[config.mk]
export PLATFORM = sky130hd
export DESIGN_NAME = cpu_instr_encoder_flat
export DESIGN_NICKNAME = d
export VERILOG_FILES = /design/src/rtl/cpu_instr_encoder_pkg.sv /design/src/rtl/cpu_instr_encoder_if.sv /design/src/rtl/cpu_instr_imm_pack.sv /design/src/rtl/cpu_instr_encoder.sv /design/src/flat_wrapper.sv
export SDC_FILE = /design/constraint.sdc
export NUM_CORES = 1
export LEC_CHECK = 0
export CORE_ASPECT_RATIO = 0.5
export CORE_MARGIN = 4
export CORE_UTILIZATION = 41
export DETAILED_ROUTE_END_ITERATION = 6
export HOLD_SLACK_MARGIN = 0.08
export PLACE_DENSITY_LB_ADDON = 0.25
export SYNTH_ARGS = -nofsm -noshare
export SYNTH_HDL_FRONTEND = slang
export SYNTH_SLANG_ARGS = --single-unit
[constraint.sdc]
create_clock -name clk -period 2.3 [get_ports clk]
set_clock_uncertainty 0.05 [all_clocks]
set_input_delay 0.345 -clock clk [delete_from_list [all_inputs] [get_ports clk]]
set_output_delay 0.345 -clock clk [all_outputs]
set_load 0.005 [all_outputs]
[src/rtl/cpu_instr_encoder_pkg.sv]
// Shared definitions for the instruction encoder. The decoder uses the same
// instruction-type codes and field widths.
//   INSTR_TYPE_WIDTH / OPCODE_WIDTH / FUNCT_WIDTH : request field widths
//   CPU_INSTR_LENGTH / CPU_XLEN / CPU_GREGIDX_WIDTH : word, data and register index widths
//   instr_type_e : instruction format codes carried on in_type
//   stage_t      : one pipeline stage (valid, error flag, assembled word)
package cpu_instr_encoder_pkg;

    localparam int INSTR_TYPE_WIDTH  = 4;
    localparam int OPCODE_WIDTH      = 7;
    localparam int FUNCT_WIDTH       = 10;
    localparam int CPU_INSTR_LENGTH  = 32;
    localparam int CPU_XLEN          = 32;
    localparam int CPU_GREGIDX_WIDTH = 5;

    typedef enum logic [INSTR_TYPE_WIDTH-1:0] {
        INSTR_INVALID = 4'd0,
        INSTR_R       = 4'd1,
        INSTR_I       = 4'd2,
        INSTR_S       = 4'd3,
        INSTR_B       = 4'd4,
        INSTR_U       = 4'd5,
        INSTR_J       = 4'd6,
        INSTR_R4      = 4'd7
    } instr_type_e;

    typedef struct packed {
        logic                        valid;
        logic                        err;
        logic [CPU_INSTR_LENGTH-1:0] instr;
    } stage_t;

endpackage

[src/rtl/cpu_instr_encoder_if.sv]
// Request/response bus of the instruction encoder.
//   request : in_valid/in_ready handshake with type, opcode, funct, rd, rs1,
//             rs2, rs3 and a 32-bit sign-extended immediate
//   response: out_valid/out_ready handshake with the packed word and error flag
//   master  : the sequencer side (drives requests, consumes words)
//   slave   : the encoder side
interface cpu_instr_encoder_if;
    import cpu_instr_encoder_pkg::*;

    logic                         in_valid;
    logic                         in_ready;
    logic [INSTR_TYPE_WIDTH-1:0]  in_type;
    logic [OPCODE_WIDTH-1:0]      in_opcode;
    logic [FUNCT_WIDTH-1:0]       in_funct;
    logic [CPU_GREGIDX_WIDTH-1:0] in_rd;
    logic [CPU_GREGIDX_WIDTH-1:0] in_rs1;
    logic [CPU_GREGIDX_WIDTH-1:0] in_rs2;
    logic [CPU_GREGIDX_WIDTH-1:0] in_rs3;
    logic [CPU_XLEN-1:0]          in_imm;
    logic                         out_valid;
    logic                         out_ready;
    logic [CPU_INSTR_LENGTH-1:0]  out_instr;
    logic                         out_err;

    modport master (
        output in_valid, in_type, in_opcode, in_funct, in_rd, in_rs1, in_rs2, in_rs3, in_imm,
        output out_ready,
        input  in_ready, out_valid, out_instr, out_err
    );

    modport slave (
        input  in_valid, in_type, in_opcode, in_funct, in_rd, in_rs1, in_rs2, in_rs3, in_imm,
        input  out_ready,
        output in_ready, out_valid, out_instr, out_err
    );

endinterface

[src/rtl/cpu_instr_imm_pack.sv]
// Combinational immediate packer: scatters the immediate into the bit
// positions its instruction format uses and flags values the format cannot
// represent (out of range, misaligned, or non-zero low bits for U).
//   instr_type : instruction format code
//   imm        : sign-extended byte-offset immediate
//   imm_field  : immediate bits in their instruction-word positions, 0 elsewhere
//   range_err  : immediate not encodable for this format
module cpu_instr_imm_pack
    import cpu_instr_encoder_pkg::*;
(
    input  logic [INSTR_TYPE_WIDTH-1:0] instr_type,
    input  logic [CPU_XLEN-1:0]         imm,
    output logic [CPU_INSTR_LENGTH-1:0] imm_field,
    output logic                        range_err
);

    always_comb begin
        // NOTE: both outputs get a default before the case so that no format
        // leaves them unassigned; a missing default here would infer a latch.
        imm_field = '0;
        range_err = 1'b0;
        case (instr_type)
            INSTR_I: begin
                imm_field[31:20] = imm[11:0];
                range_err        = imm != {{20{imm[11]}}, imm[11:0]};
            end
            INSTR_S: begin
                imm_field[31:25] = imm[11:5];
                imm_field[11:7]  = imm[4:0];
                range_err        = imm != {{20{imm[11]}}, imm[11:0]};
            end
            INSTR_B: begin
                imm_field[31]    = imm[12];
                imm_field[30:25] = imm[10:5];
                imm_field[11:8]  = imm[4:1];
                imm_field[7]     = imm[11];
                range_err        = imm[0] || (imm != {{19{imm[12]}}, imm[12:0]});
            end
            INSTR_U: begin
                imm_field[31:12] = imm[31:12];
                range_err        = |imm[11:0];
            end
            INSTR_J: begin
                imm_field[31]    = imm[20];
                imm_field[30:21] = imm[10:1];
                imm_field[20]    = imm[11];
                imm_field[19:12] = imm[19:12];
                range_err        = imm[0] || (imm != {{11{imm[20]}}, imm[20:0]});
            end
            default: ;
        endcase
    end

endmodule

[src/rtl/cpu_instr_encoder.sv]
// RV32I/M/F instruction encoder with a 2-stage valid/ready pipeline.
// S1 registers the assembled word and error flag, S2 is the output register.
//   clk, rst_n : core clock, asynchronous active-low reset
//   flush      : synchronous clear of both stage valids; blocks new requests
//   bus        : request/response bus (slave side)
//   err_cnt    : saturating count of errored words delivered
module cpu_instr_encoder
    import cpu_instr_encoder_pkg::*;
#(
    parameter int ERR_CNT_WIDTH = 16
) (
    input  logic                     clk,
    input  logic                     rst_n,
    input  logic                     flush,
    cpu_instr_encoder_if.slave       bus,
    output logic [ERR_CNT_WIDTH-1:0] err_cnt
);

    logic [CPU_INSTR_LENGTH-1:0] imm_field;
    logic                        range_err;
    logic [CPU_INSTR_LENGTH-1:0] word;
    logic                        word_err;
    logic                        type_err;
    logic use_rd, use_rs1, use_rs2, use_rs3, use_f3, use_f7, use_fmt;

    stage_t                      s1_q, s1_d, s2_q, s2_d;
    logic [ERR_CNT_WIDTH-1:0]    err_cnt_q, err_cnt_d;
    logic                        in_ready, in_fire, out_fire, s2_free;

    cpu_instr_imm_pack u_imm_pack (
        .instr_type (bus.in_type),
        .imm        (bus.in_imm),
        .imm_field  (imm_field),
        .range_err  (range_err)
    );

    // Word assembly: pick the register/funct fields each format carries and
    // merge them with the packed immediate. Unused fields stay zero.
    always_comb begin
        use_rd   = 1'b0;
        use_rs1  = 1'b0;
        use_rs2  = 1'b0;
        use_rs3  = 1'b0;
        use_f3   = 1'b0;
        use_f7   = 1'b0;
        use_fmt  = 1'b0;
        type_err = 1'b0;
        case (bus.in_type)
            INSTR_R:          begin use_rd = 1'b1; use_rs1 = 1'b1; use_rs2 = 1'b1; use_f3 = 1'b1; use_f7 = 1'b1; end
            INSTR_I:          begin use_rd = 1'b1; use_rs1 = 1'b1; use_f3 = 1'b1; end
            INSTR_S, INSTR_B: begin use_rs1 = 1'b1; use_rs2 = 1'b1; use_f3 = 1'b1; end
            INSTR_U, INSTR_J: begin use_rd = 1'b1; end
            INSTR_R4:         begin use_rd = 1'b1; use_rs1 = 1'b1; use_rs2 = 1'b1; use_rs3 = 1'b1;
                                    use_f3 = 1'b1; use_fmt = 1'b1; end
            default:          type_err = 1'b1;
        endcase

        word = imm_field | {{(CPU_INSTR_LENGTH-OPCODE_WIDTH){1'b0}}, bus.in_opcode};
        if (use_rd)  word[11:7]  = bus.in_rd;
        if (use_rs1) word[19:15] = bus.in_rs1;
        if (use_rs2) word[24:20] = bus.in_rs2;
        if (use_f3)  word[14:12] = bus.in_funct[2:0];
        if (use_f7)  word[31:25] = bus.in_funct[9:3];
        if (use_fmt) word[26:25] = bus.in_funct[4:3];
        if (use_rs3) word[31:27] = bus.in_rs3;

        word_err = type_err || range_err;
        if (word_err) word = '0;
    end

    // S2 can take a new word when it is empty or its word leaves this cycle;
    // S1 can take a request when it is empty or drains into S2.
    assign s2_free  = !s2_q.valid || bus.out_ready;
    assign out_fire = s2_q.valid && bus.out_ready;
    assign in_ready = !flush && (!s1_q.valid || s2_free);
    assign in_fire  = bus.in_valid && in_ready;

    always_comb begin
        s1_d      = s1_q;
        s2_d      = s2_q;
        err_cnt_d = err_cnt_q;

        if (s2_free) begin
            if (s1_q.valid) s2_d = s1_q;
            else            s2_d.valid = 1'b0;
            s1_d.valid = 1'b0;
        end
        if (in_fire) s1_d = '{valid: 1'b1, err: word_err, instr: word};

        // Flush drops in-flight words but keeps the counter; a transfer in the
        // flush cycle has already happened and is still counted below.
        if (flush) begin
            s1_d.valid = 1'b0;
            s2_d.valid = 1'b0;
        end

        if (out_fire && s2_q.err && (err_cnt_q != '1))
            err_cnt_d = err_cnt_q + ERR_CNT_WIDTH'(1);
    end

    // NOTE: state registers use non-blocking assignments so every flop samples
    // the pre-edge value of the others, independent of block ordering.
    always_ff @(posedge clk or negedge rst_n) begin
        if (!rst_n) begin
            s1_q      <= '0;
            s2_q      <= '0;
            err_cnt_q <= '0;
        end else begin
            s1_q      <= s1_d;
            s2_q      <= s2_d;
            err_cnt_q <= err_cnt_d;
        end
    end

    assign bus.in_ready  = in_ready;
    assign bus.out_valid = s2_q.valid;
    assign bus.out_instr = s2_q.instr;
    assign bus.out_err   = s2_q.err;
    assign err_cnt       = err_cnt_q;

endmodule

[src/flat_wrapper.sv]
// flat-port wrapper written by rule: the top's interface ports become plain ports
module cpu_instr_encoder_flat import cpu_instr_encoder_pkg::*;
#(
    parameter int ERR_CNT_WIDTH = 16
)
  (clk, rst_n, flush, err_cnt, bus_in_valid, bus_in_type, bus_in_opcode, bus_in_funct, bus_in_rd, bus_in_rs1, bus_in_rs2, bus_in_rs3, bus_in_imm, bus_out_ready, bus_in_ready, bus_out_valid, bus_out_instr, bus_out_err);
  cpu_instr_encoder_if bus_i ();
  input  logic clk;
  input  logic rst_n;
  input  logic flush;
  output logic [ERR_CNT_WIDTH-1:0] err_cnt;
  input wire logic [$bits(bus_i.in_valid)-1:0] bus_in_valid;
  input wire logic [$bits(bus_i.in_type)-1:0] bus_in_type;
  input wire logic [$bits(bus_i.in_opcode)-1:0] bus_in_opcode;
  input wire logic [$bits(bus_i.in_funct)-1:0] bus_in_funct;
  input wire logic [$bits(bus_i.in_rd)-1:0] bus_in_rd;
  input wire logic [$bits(bus_i.in_rs1)-1:0] bus_in_rs1;
  input wire logic [$bits(bus_i.in_rs2)-1:0] bus_in_rs2;
  input wire logic [$bits(bus_i.in_rs3)-1:0] bus_in_rs3;
  input wire logic [$bits(bus_i.in_imm)-1:0] bus_in_imm;
  input wire logic [$bits(bus_i.out_ready)-1:0] bus_out_ready;
  output wire logic [$bits(bus_i.in_ready)-1:0] bus_in_ready;
  output wire logic [$bits(bus_i.out_valid)-1:0] bus_out_valid;
  output wire logic [$bits(bus_i.out_instr)-1:0] bus_out_instr;
  output wire logic [$bits(bus_i.out_err)-1:0] bus_out_err;
  assign bus_i.in_valid = bus_in_valid;
  assign bus_i.in_type = bus_in_type;
  assign bus_i.in_opcode = bus_in_opcode;
  assign bus_i.in_funct = bus_in_funct;
  assign bus_i.in_rd = bus_in_rd;
  assign bus_i.in_rs1 = bus_in_rs1;
  assign bus_i.in_rs2 = bus_in_rs2;
  assign bus_i.in_rs3 = bus_in_rs3;
  assign bus_i.in_imm = bus_in_imm;
  assign bus_i.out_ready = bus_out_ready;
  assign bus_in_ready = bus_i.in_ready;
  assign bus_out_valid = bus_i.out_valid;
  assign bus_out_instr = bus_i.out_instr;
  assign bus_out_err = bus_i.out_err;
  cpu_instr_encoder #(.ERR_CNT_WIDTH(ERR_CNT_WIDTH)) u_core (.clk(clk), .rst_n(rst_n), .flush(flush), .bus(bus_i), .err_cnt(err_cnt));
endmodule
[After elaboration in Yosys (flattened, before gate mapping)]
Index checks and enable logic that the tools add are counted.
Word-level totals
  bits in registers: 84
  bits in latches: 0
  memory bits (writable): 0
  ROM bits: 0
  bits of input ports: 78
  output and inout bits: 51
  logic and storage cells: 69
  memories: 0
Cells by class
  add/sub/neg operators: 1
  multipliers: 0
  div/mod/pow operators: 0
  magnitude comparators: 0
  equal/unequal tests: 11
  shift operators: 0
  muxes and demuxes: 26
  bitwise operators: 1
  reduce and logical (&&, ||, !) cells: 23
Operator list (number)
  $mux 34: 2
  $mux 33: 1
  $mux 32: 1
  $or 32x7->32: 1
  $pmux 7 s4: 1
  $mux 5: 4
  $ne 20x20->1: 1
  $ne 19x19->1: 1
  $add 16x1->16 const B: 1
  $eq 4x3->1 const B: 4
  $ne 16x16->1 const B: 1
  $pmux 5 s3: 1
  $reduce_or 12->1: 1
  $ne 11x11->1: 1
  $mux 1: 10
  $pmux 5 s2: 1
  $reduce_or 5->1: 2
  $eq 4x2->1 const B: 2
  $mux 8: 1
  $mux 7: 1
  $reduce_or 7->1: 1
  $logic_and 1x1->1: 5
  $logic_or 1x1->1: 5
  $eq 4x1->1 const B: 1
  9 further kinds: 12

[Longest topological paths before layout]
Gate-level depths: netlist of the first run.
  depth in word-level cells: 9
  mapped depth: 8
  depth with buffers taken out: 6

[Modules after synthesis]
A second synthesis of the first run with hierarchy kept.
Unflattened totals
  cells, all modules: 452
  area total of the unflattened synthesis: 4466.8 um^2
Modules (own cells, without submodules)
  cpu_instr_encoder: instances 1, cells each 316, area each 3671.0 um^2, sequential area each 2102.0 um^2
  cpu_instr_imm_pack: instances 1, cells each 136, area each 795.8 um^2, sequential area each 0.0 um^2

[Worst setup path before layout of the first run]
OpenSTA, ideal clock, no wires.
  path type: input port to flip-flop
  from: in bus_in_imm[24]
  to: reg u_core.s1_q[10] (netlist name)
  setup time: 0.068 ns
  arrival time: 1.772 ns
  data required time: 2.182 ns
  path slack: 0.410 ns
  stages: 7
  path buffers: 1
  path through: or4_4 nor4_4 a21oi_1 o22ai_1 o31a_4 buf_8 a32o_1
Between the ends
  word-level cells in the longest chain between the ends: 5
  elaborated cells on any way between the ends: 8
  those cells by class: eq/ne: 3; mux: 2; reduce/logical: 3
RTL lines
  start, declared: line flat_wrapper.sv:20  | input wire logic [$bits(bus_i.in_imm)-1:0] bus_in_imm;
  $ne 19x19->1 or $ne 11x11->1 (tied branches): line cpu_instr_imm_pack.sv:37, cpu_instr_imm_pack.sv:48
  $logic_or 1x1->1 (on tied branches): line cpu_instr_imm_pack.sv:37, cpu_instr_imm_pack.sv:48
  $pmux 1 s4 (*): line cpu_instr_imm_pack.sv:22  | case (instr_type)
  $logic_or 1x1->1 (*): line cpu_instr_encoder.sv:67  | word_err = type_err || range_err;
  $mux 32 (*): line cpu_instr_encoder.sv:68  | if (word_err) word = '0;
  end signal, assigned: line cpu_instr_encoder.sv:105  | s1_q <= '0;
  end signal, assigned: line cpu_instr_encoder.sv:109  | s1_q <= s1_d;
  end, declared: line cpu_instr_encoder.sv:26  | stage_t s1_q, s1_d, s2_q, s2_d;
Mark *: on every way between the ends. The rest lies on a longest branch, timed or not.
A chain may end at the register's enable or synchronous reset.

[Worst setup path in the final report of the first run]
  from: in bus_in_imm[24]
  to: reg u_core.s1_q[9] (netlist name)
Same word-level chain as after synthesis.

==> results of run 1 <==
==> kinds of logic after synthesis <==
group                      after synthesis
DFF                                     84
buffers and inverters                   39
adders and majority gates                1
and+or+nand+nor                        153
muxes                                   45
xor gates and xnor gates                15
AOI/OAI and AO/OA                      103
==> registers in the layout, indices dropped and copies added (netlist names) <==
signal	cells
u_core.bus.out_instr	32
u_core.s1_q	34
u_core.bus.out_err	1
u_core.err_cnt	16
u_core.bus.out_valid	1
==> placed cells by master, fill, tap and decap left out, types with 15 or more instances in the layout <==
| cell | n |
|---|---|
| a32o_1 | 20 |
| dfrtp_1 | 84 |
| mux2_2 | 34 |
| nor2_1 | 41 |
| nand2_1 | 23 |
| a21oi_1 | 18 |
| nand3_1 | 15 |
| clkdlybuf4s50_1 | 123 |
| buf_4 | 50 |
| nor3_1 | 15 |
==> per-stage QoR <==
stage | cell area (µm²) | total power, W | cells
2_1_floorplan | 4542 | 0.002038 | 440
3_3_place_gp | 6299 | 0.002541 | 731
3_5_place_dp | 6299 | 0.002565 | 731
4_1_cts | 6605 | 0.003996 | 748
5_1_grt | 6721 | 0.004177 | 751
6_report | 6721 | 0.003995 | 751
==> routing by layer <==
layer  part of all wire [%]  up-vias  global-route usage (%)
met3                    8.3       21                   6.195
met4                    1.2        0                   4.848
met1                     45     2114                   28.03
li1                       -     1998                       -
met2                     46      177                   33.33
met5                      0        -                       0
==> layout make-up <==
class / instances / area, µm² / share of cell area [%]
clock buffers: 11 / 252.7 / 3.760
clock inverters: 5 / 43.79 / 0.6515
inverters: 9 / 33.78 / 0.5026
multi-input cells: 317 / 2292 / 34.10
flip-flops and latches: 84 / 2102 / 31.27
well taps: 140 / 175.2 / 2.606
repair buffers: 185 / 1822 / 27.10
==> power by group through the flow <==
stage	registers, W	clock network (W)	logic, W
3_3_place_gp	0.00170	0	0.000838
2_1_floorplan	0.00169	0	0.000344
5_1_grt	0.00170	0.00152	0.000959
4_1_cts	0.00168	0.00145	0.000862
6_report	0.00168	0.00143	0.000890
3_5_place_dp	0.00171	0	0.000857
==> worst reg2reg max path, cell delays in order, from the launching register on <==
cell	delay, ns
dfrtp_1	0.38
nor2b_1	0.16
a21oi_1	0.27
nand2_1	0.19
buf_4	0.27
nor3_1	0.28
a22o_1	0.17
==> final timing paths <==
check	from	slack [ns]	end
max	bus_in_imm[24]	0.03	u_core.s1_q[9]$_DFFE_PN0P_
min	u_core.s1_q[29]$_DFFE_PN0P_	0.44	u_core.s1_q[29]$_DFFE_PN0P_
max reg2reg	u_core.bus.out_valid$_DFFE_PN0P_	0.49	u_core.s1_q[23]$_DFFE_PN0P_
min reg2reg	u_core.s1_q[29]$_DFFE_PN0P_	0.44	u_core.s1_q[29]$_DFFE_PN0P_
max in group asynchronous	rst_n	1.08	u_core.err_cnt[10]$_DFFE_PN0P_
min in group asynchronous	rst_n	0.49	u_core.bus.out_instr[26]$_DFFE_PN0P_
==> repair_timing <==
item	CTS	global route
hold endpoints to repair	42	0
setup buffers	0	0
endpoints found under the setup margin	0	28
hold buffers	1	0
resized for setup	0	9
==> summary.md, run 1 <==
| Metric | Value |
|---|---|
| Vias in the first global route | `4106` |
| H-tree Lvls | `3` |
| Share of the synthesized area in the top cell type | `46.28%` |
| Final hold vios | `0` |
| Worst Path Max Fanout | `6` |
| Remaining antenna violation count | `0` |
| Post-Syn Instances | `440` |
| Fill count | `872` |
| Slew Viols, Final | `0` |
| Final core occ | `63.97%` |
| Worst-path clk slew | `0.06 ns` |
| Worst path depth | `8` |
| Share of flip-flops with an asynchronous set or reset | `100.0%` |
| IO Port Bufs | `128` |
| Net Count, Synth | `519` |
| Power Density | `594.3 nW/µm²` |
| Slowest-stage cell, CP | `or4_4` |
| Max_cap viols | `0` |
| #FFs+latches synth | `84` |
| Hold Path Cell Cnt | `1` |
| Post-route minimum period | `2.272 ns` |
| Reg2reg path depth | `6` |
| CTS Buf Count | `9` |
| Post-synth top cells | `dfrtp_1, nor2_1, mux2_2` |
| Sw Ratio | `27.03%` |
| Aggregate global-route resource usage | `20.76%` |
| Core region area | `10510 µm²` |
| CP top delay family | `simple AND/OR/NAND/NOR gates` |
| Synth-to-Final Area Change | `47.99%` |
| # rows | `26` |
| Min-Delay Path Class | `reg -> reg` |
| Average wire per standard cell | `18.07 µm` |
| CP startpoint kind | `primary input` |
| Clock Sinks | `84` |
| Setup slack after placement | `-0.3021 ns` |
| Fin crit share | `98.77%` |
| Worst-Margin Slew | `0.5847 ns` |
| Buffer and inverter count on the worst path | `2` |
| CTS Buffer Depth | `2` |
| Setup WS post-layout | `0.02829 ns` |
| Drt initial violations | `281` |
| Die outline height | `82.43 µm` |
| Post-Syn Area | `4542 µm²` |
| CP arrival | `2.49 ns` |
| Synth area leaders | `dfrtp_1, mux2_2, a32o_1` |
| Synth Area in Simple Gates | `17.80%` |
| Initial antenna violation count | `0` |
| Final setup viols | `0` |
| 1st-pass router iterations | `6` |
| Fin Setup TNS | `0 ns` |
| Worst skew pair latency | `0.34 ns` |
| Adder-Cell Fraction of Synth Area | `0.2755%` |
| Final #Nets | `685` |
| IO Count | `129` |
| Int Pwr | `0.002915 W` |
| Comb power frac | `22.3%` |
| Clock share of power | `35.7%` |
| Synth Area in XOR/XNOR | `2.893%` |
| Drt drc | `0` |
| Reg power frac | `42.0%` |
| Worst IR Drop VDD | `0.3646 mV` |
| Die X | `156.8 µm` |
| Largest net degree at the start of global routing | `44` |
| Cell taking the most area after synthesis | `dfrtp_1` |
| First-pass GRT wire length | `20910 µm` |
| Total routed wirelength | `13570 µm` |
| CP required | `2.52 ns` |
| CTS tree | `built` |
| WS Path Type | `in -> reg` |
| Leak Pwr | `2.937 nW` |
| Total grt overflow | `0` |
| Status | `complete, no violations` |
| Sequential share of the synthesized area | `46.28%` |
| Mapped Avg Cell Area | `10.32 µm²` |
| Avg Vias per Cell | `5.739` |
| Fmax | `440.2 MHz` |
| Distinct cell type count of the synthesized netlist | `47` |
| Die area | `12930 µm²` |
| Worst path cell trace | `clkdlybuf4s50_1 -> or4_4 -> nor4_4 -> a21oi_2 -> o22ai_2 -> o31a_4 -> clkbuf_16 -> a32o_1` |
| WHS | `0.4408 ns` |
| Starting density of the core | `43.22%` |
| Compound-Gate Fraction of Synth Area | `17.80%` |
| Post-DP HPWL | `10010 µm` |
| Multiplexer share of the synthesized area | `10.85%` |
| # diodes | `0` |
| Post-synth EDFFs | `0` |
| Most frequent cell after synthesis | `dfrtp_1` |
| RD Place Congestion | `0.9785` |
| P_sw | `0.001080 W` |
| Rel. slew slack | `61.02%` |
| Largest family of logic cells by synthesized area | `compound AO/OA/AOI/OAI gates` |
| Yosys warning count | `0` |
| CP peak stage delay | `0.44 ns` |
| CTS Root Cell | `clkbuf_16` |
| Primary FF master, synth | `dfrtp_1` |
| Fraction of layout cells with a size suffix above 1 | `19.97%` |
| Worst Setup End Kind | `flop` |
| Via count | `4310` |
No activity file was read; power rests on OpenSTA's default activity.
==> inputs of run 2 (changes only) <==
Clock period 2.3 ns to 2.55 ns, I/O delays scaled along.
==> summary.md, run 2 (synthesis results as in run 1) <==
| Metric | Value |
|---|---|
| Status | `complete, but fails checks` |
| Violated checks | `design-rule violations` |
| Final hold vios | `0 (unchanged)` |
| Final setup viols | `0 (unchanged)` |
| IO Port Bufs | `128 (unchanged)` |
| Reg2reg path depth | `5 (-1)` |
| Worst IR Drop VDD | `0.2688 mV (-26%)` |
| Min-Delay Path Class | `reg -> reg` |
| First-pass GRT wire length | `20500 µm (-2.0%)` |
| Fin crit share | `89.52%` |
| CTS Root Cell | `clkbuf_16` |
| Die outline height | `82.43 µm (unchanged)` |
| CTS tree | `built` |
| WS Path Type | `in -> reg` |
| R2r setup slk | `0.60 ns (+0.11 ns)` |
| Die area | `12930 µm² (unchanged)` |
| Endpoint, Worst Hold | `u_core.s1_q[17]$_DFFE_PN0P_` |
| Avg Vias per Cell | `5.807 (+1.2%)` |
| Core region area | `10510 µm² (unchanged)` |
| Worst-path clk slew | `0.06 ns (about the same)` |
| Unrepaired setup endpoints after global routing | `false` |
| RD Place Congestion | `0.9246 (-5.5%)` |
| Worst Setup End Kind | `flop` |
| CTS Buf Count | `9 (unchanged)` |
| Initial antenna violation count | `0 (unchanged)` |
| Rel. slew slack | `66.60% (+5.6 points)` |
| Worst reg2reg path endpoint | `u_core.err_cnt[1]$_DFFE_PN0P_` |
| Commonest cells after routing, fill and taps aside | `clkdlybuf4s50_1, dfrtp_1, nor2_1` |
| Post-DP HPWL | `9858 µm (-1.5%)` |
| Drt drc | `2 (+2)` |
| 1st-pass router iterations | `7 (+1)` |
| Worst-Margin Slew | `0.5009 ns (-0.08376 ns)` |
| Post-route minimum period | `2.283 ns` |
| Remaining antenna violation count | `0 (unchanged)` |
| Vias in the first global route | `4001 (-2.6%)` |
| CP startpoint kind | `primary input` |
| Worst Path Max Fanout | `20 (+14)` |
| Starting density of the core | `43.22% (unchanged)` |
| Most common cell after layout, fill and taps aside | `clkdlybuf4s50_1` |
| Reg2reg start | `u_core.err_cnt[7]$_DFFE_PN0P_` |
| H-tree Lvls | `3 (unchanged)` |
| Power Density | `554.9 nW/µm² (-6.6%)` |
| Worst skew pair latency | `0.33 ns (about the same)` |
| WHS | `0.4372 ns (-0.003548 ns)` |
| Slew Viols, Final | `0 (unchanged)` |
| CTS Buffer Depth | `2 (unchanged)` |
| Final #Nets | `663 (-3.2%)` |
| CP arrival | `2.50 ns (about the same)` |
| Average wire per standard cell | `18.09 µm (+0.10%)` |
| Hold path start | `u_core.s1_q[17]$_DFFE_PN0P_` |
| # Post-CTS Setup Buffers | `0 (unchanged)` |
| Drt initial violations | `297 (+5.7%)` |
| Aggregate global-route resource usage | `20.37% (-0.39 points)` |
| Max FFs per register | `34 (unchanged)` |
| Fmax | `438.1 MHz` |
| Synth-to-Final Area Change | `42.37%` |
| Total grt overflow | `0 (unchanged)` |
| CP required | `2.77 ns (+0.25 ns)` |
| Post-CTS Resized | `0 (unchanged)` |
| Clock Sinks | `84 (unchanged)` |
| # diodes | `0 (unchanged)` |
| Die X | `156.8 µm (unchanged)` |
| Fill count | `881 (+1.0%)` |
| Fraction of layout cells with a size suffix above 1 | `16.30% (-3.7 points)` |
| Cts hold-fix bufs | `1 (unchanged)` |
| # rows | `26 (unchanged)` |
| Via count | `4233 (-1.8%)` |
| IO Count | `129 (unchanged)` |
| Hold Path Cell Cnt | `1 (unchanged)` |
| Total routed wirelength | `13190 µm (-2.8%)` |
| Overall power | `0.003588 W (-10%)` |
| Max_cap viols | `0 (unchanged)` |
| Largest net degree at the start of global routing | `50 (+14%)` |
| Leak Pwr | `2.770 nW (-5.7%)` |
| Largest Register | `u_core.s1_q` |
[run 2: cell types whose count changed in the layout (fill, tap and decap cells not counted), sizes merged]
cell	change
buf	-19
clkbuf	-5
clkdlybuf4s50	+4
dlymetal6s2s	-4
bufinv	+1
clkinv	+1
[run 2: layout make-up]
| type | instances | area, µm² | share of cell area [%] |
|---|---|---|---|
| clock buffers | 9 | 225.2 | 3.483 |
| clock inverters | 7 | 75.07 | 1.161 |
| inverters | 9 | 33.78 | 0.5224 |
| multi-input cells | 317 | 2261 | 34.97 |
| flip-flops and latches | 84 | 2102 | 32.51 |
| well taps | 140 | 175.2 | 2.709 |
| repair buffers | 163 | 1594 | 24.65 |
[run 2: worst max-delay path, cell delays in order]
cell and delay, ns:
clkdlybuf4s50_1 0.53, nor2b_1 0.24, a2111oi_0 0.49, a21oi_1 0.13
o22ai_1 0.18, o31a_4 0.21, buf_12 0.16, a32o_1 0.16
[run 2: power breakdown]
part,switching [W],total (W),internal [W]
logic,0.000321,0.000752,0.000431
registers,0.0000762,0.00151,0.00144
clock network,0.000557,0.00132,0.000766
[run 2: routing by layer]
| metal | track usage [%] | share of wire (%) | vias to the layer above |
|---|---|---|---|
| met5 | 0 | 0 | - |
| met4 | 5.368 | 1.2 | 0 |
| met3 | 4.737 | 7.9 | 18 |
| met2 | 31.79 | 45 | 191 |
| met1 | 28.82 | 46 | 2062 |
| li1 | - | - | 1962 |
[run 2: how the worst max path moves through the flow]
stage          slack [ns]           start                     endpoint  cells past startpoint
3_3_place_gp         0.03  bus_in_type[0]  u_core.s1_q[10]$_DFFE_PN0P_                      8
6_report             0.27  bus_in_type[2]  u_core.s1_q[30]$_DFFE_PN0P_                      8
2_1_floorplan        0.62  bus_in_imm[24]  u_core.s1_q[10]$_DFFE_PN0P_                      7
5_1_grt              0.18  bus_in_type[2]  u_core.s1_q[10]$_DFFE_PN0P_                      8
4_1_cts              0.33  bus_in_type[2]  u_core.s1_q[30]$_DFFE_PN0P_                      8
3_5_place_dp        -0.02  bus_in_type[2]  u_core.s1_q[30]$_DFFE_PN0P_                      8
[run 2: stage by stage]
stage / util (%) / std cells / setup TNS (ns) / setup WS [ns] / area [µm²]
floorplan: - / 440 / 0 / 0.6225 / 4542
global placement: 58.59 / 712 / 0 / 0.02789 / 6156
detailed placement: 58.59 / 712 / -0.1164 / -0.02106 / 6156
CTS: 61.54 / 729 / 0 / 0.3279 / 6466
global route: 61.54 / 729 / 0 / 0.1806 / 6466
finish: 61.54 / 729 / 0 / 0.2673 / 6466
==> inputs of run 3 (changes only) <==
Settings changed: TNS_END_PERCENT set to 10.
==> results of run 3 <==
Final layout, timing and power as in run 2 (identical DEF).
==> variant (settings of run 2) <==
Register the output `err_cnt` once more, with the module's reset; this adds one clock of latency there. The other outputs are not delayed to match.
--- a/src/rtl/cpu_instr_encoder.sv
+++ b/src/rtl/cpu_instr_encoder.sv
@@ -118,3 +118,9 @@
     assign bus.out_err   = s2_q.err;
-    assign err_cnt       = err_cnt_q;
+    always_ff @(posedge clk or negedge rst_n) begin
+        if (!rst_n) begin
+            err_cnt <= '0;
+        end else begin
+            err_cnt <= err_cnt_q;
+        end
+    end
 
Check against the original RTL: not equivalent (a bounded check fails within 4 cycles, from zero or initial values and one cycle with rst_n low).
==> variant against run 2 <==
- wire length down 4.1%
- highest routed layer unchanged
- setup slack worse by 210 ps
- clock power up 7%
- final area up 7.9%
- synthesized area up 7.6%
- largest cell class is now registers
- sequential cell count up 16
- power up 12%
==> variant: results (changes against run 2) <==
[run_status]
outcome = finished clean  ; was finished with violations

[hold_path]
hold_start = u_core.err_cnt_q[15]  ; was u_core.s1_q[17]
hold_end = u_core.err_cnt[15]  ; was u_core.s1_q[17]

[yosys]
yosys-top-cells-count = dfrtp_1 (100), nand2_1 (53), mux2_2 (40), o21ai_0 (25), clkbuf_1 (23)  ; was dfrtp_1 (84), nor2_1 (41), mux2_2 (34), nand2_1 (23), a32o_1 (20)
synth.distinct_cells = 42  ; was 47
synth_fa_ha_area_share_pct = 0.2560  ; was 0.2755%
seq_area_frac_synth_pct = 51.19  ; was 46.28%
synth_cells = 443  ; was 440
synth_nets = 522  ; was 519
netlist_top_cells_area = dfrtp_1 (51%), mux2_2 (9.2%), o31ai_2 (5.1%)  ; was dfrtp_1 (46%), mux2_2 (8.4%), a32o_1 (4.4%)

[grt]
grt_pass1_wl_um = 20140  ; was 20500 um
grt_max_degree = 54  ; was 50

[critical_path]
arrival_ps = 2690  ; was 2500 ps
worstSetupStartpoint = bus_in_imm[25]  ; was bus_in_type[2]
reg2regPathDepth = 6  ; was 5

[route]
drt-pass1-iter-count = 5  ; was 7
drc = 0  ; was 2
viasPerCell = 5.300  ; was 5.807
wire_per_inst_um = 16.51  ; was 18.09 um
drt_iter0_markers = 267  ; was 297

[placed_design]
gp_congestion = 0.9164  ; was 0.9246
dp_hpwl_um = 9897  ; was 9858 um

[layout]
layout-drive-gt1-share_pct = 22.24  ; was 16.30%
finalNetCount = 681  ; was 663
finalInstanceArea_um2 = 6978  ; was 6466 um^2

==> variant: cell count changes in the layout (fill, tap and decap cells not counted), sizes merged, moves of 12 or more <==
cell / change
nand2: +30
nor2: -25
o31ai: +24
a32o: -20
o21ai: +19
dfrtp: +16
and3: -13
buf: +13
a22o: -12
==> variant: cells by family (layout without fill, tap and decap cells) <==
logic type / after synthesis / in the layout
AND/OR/NAND/NOR: 140 / 140
AO/OA/AOI/OAI: 100 / 100
flip-flops: 100 / 100
multiplexers: 51 / 51
buffers and inverters: 35 / 199
XOR/XNOR: 16 / 16
adder cells (fa/ha/maj): 1 / 1
==> variant: timing repair <==
item,in CTS,in global routing
gates resized for setup,0,2
hold buffers,1,0
setup endpoints to repair,0,21
hold endpoints to repair,47,0
==> variant: layout make-up <==
class,instances,share of cell area (%)
inverters,7,0.3765
flip-flops and latches,100,35.86
repair buffers,176,24.06
multi-input cells,308,32.31
well taps,159,2.851
clock buffers,9,3.228
clock inverters,7,1.309
==> variant: power groups by stage <==
stage / sequential (mW) / clock, mW / combinational, mW
after floorplan: 1.84 / 0 / 0.322
after global placement: 1.85 / 0 / 0.780
after detailed placement: 1.86 / 0 / 0.794
after CTS: 1.83 / 1.45 / 0.797
after global routing: 1.84 / 1.52 / 0.857
final: 1.82 / 1.41 / 0.791
==> variant: how the worst max path moves through the flow <==
stage | end | slack (ps) | depth (start not counted)
after floorplan | u_core.s1_q[16] | 320 | 7
after global placement | u_core.s1_q[12] | -290 | 8
after detailed placement | u_core.s1_q[9] | -350 | 8
after CTS | u_core.s1_q[26] | 10 | 8
after global routing | u_core.s1_q[17] | 8 | 8
final | u_core.s1_q[26] | 50 | 8
==> variant: critical path: stages <==
cell,delay [ps]
clkdlybuf4s50_1,430
or4_4,560
nor4_2,330
nand3_1,190
a21oi_4,230
nand3_4,140
buf_12,190
o31ai_2,240
==> variant: metrics by stage <==
stage | setup TNS, ps | setup WS, ps | hold slack (ps)
floorplan | 0 | 316.5 | 36.91
finish | 0 | 52.69 | 378.4
global route | 0 | 8.062 | 389.7
global placement | -8206 | -288.2 | 355.6
CTS | 0 | 11.89 | 379.5
detailed placement | -9024 | -345.3 | 366.9
==> variant: metal layers <==
| metal | vias to the layer above | global-route usage [%] | share of wire [%] |
|---|---|---|---|
| met5 | - | 0 | 0 |
| met4 | 0 | 4.835 | 0.89 |
| met3 | 9 | 4.367 | 7.9 |
| met2 | 147 | 28.09 | 45 |
| met1 | 1943 | 26.50 | 46 |
| li1 | 1961 | - | - |
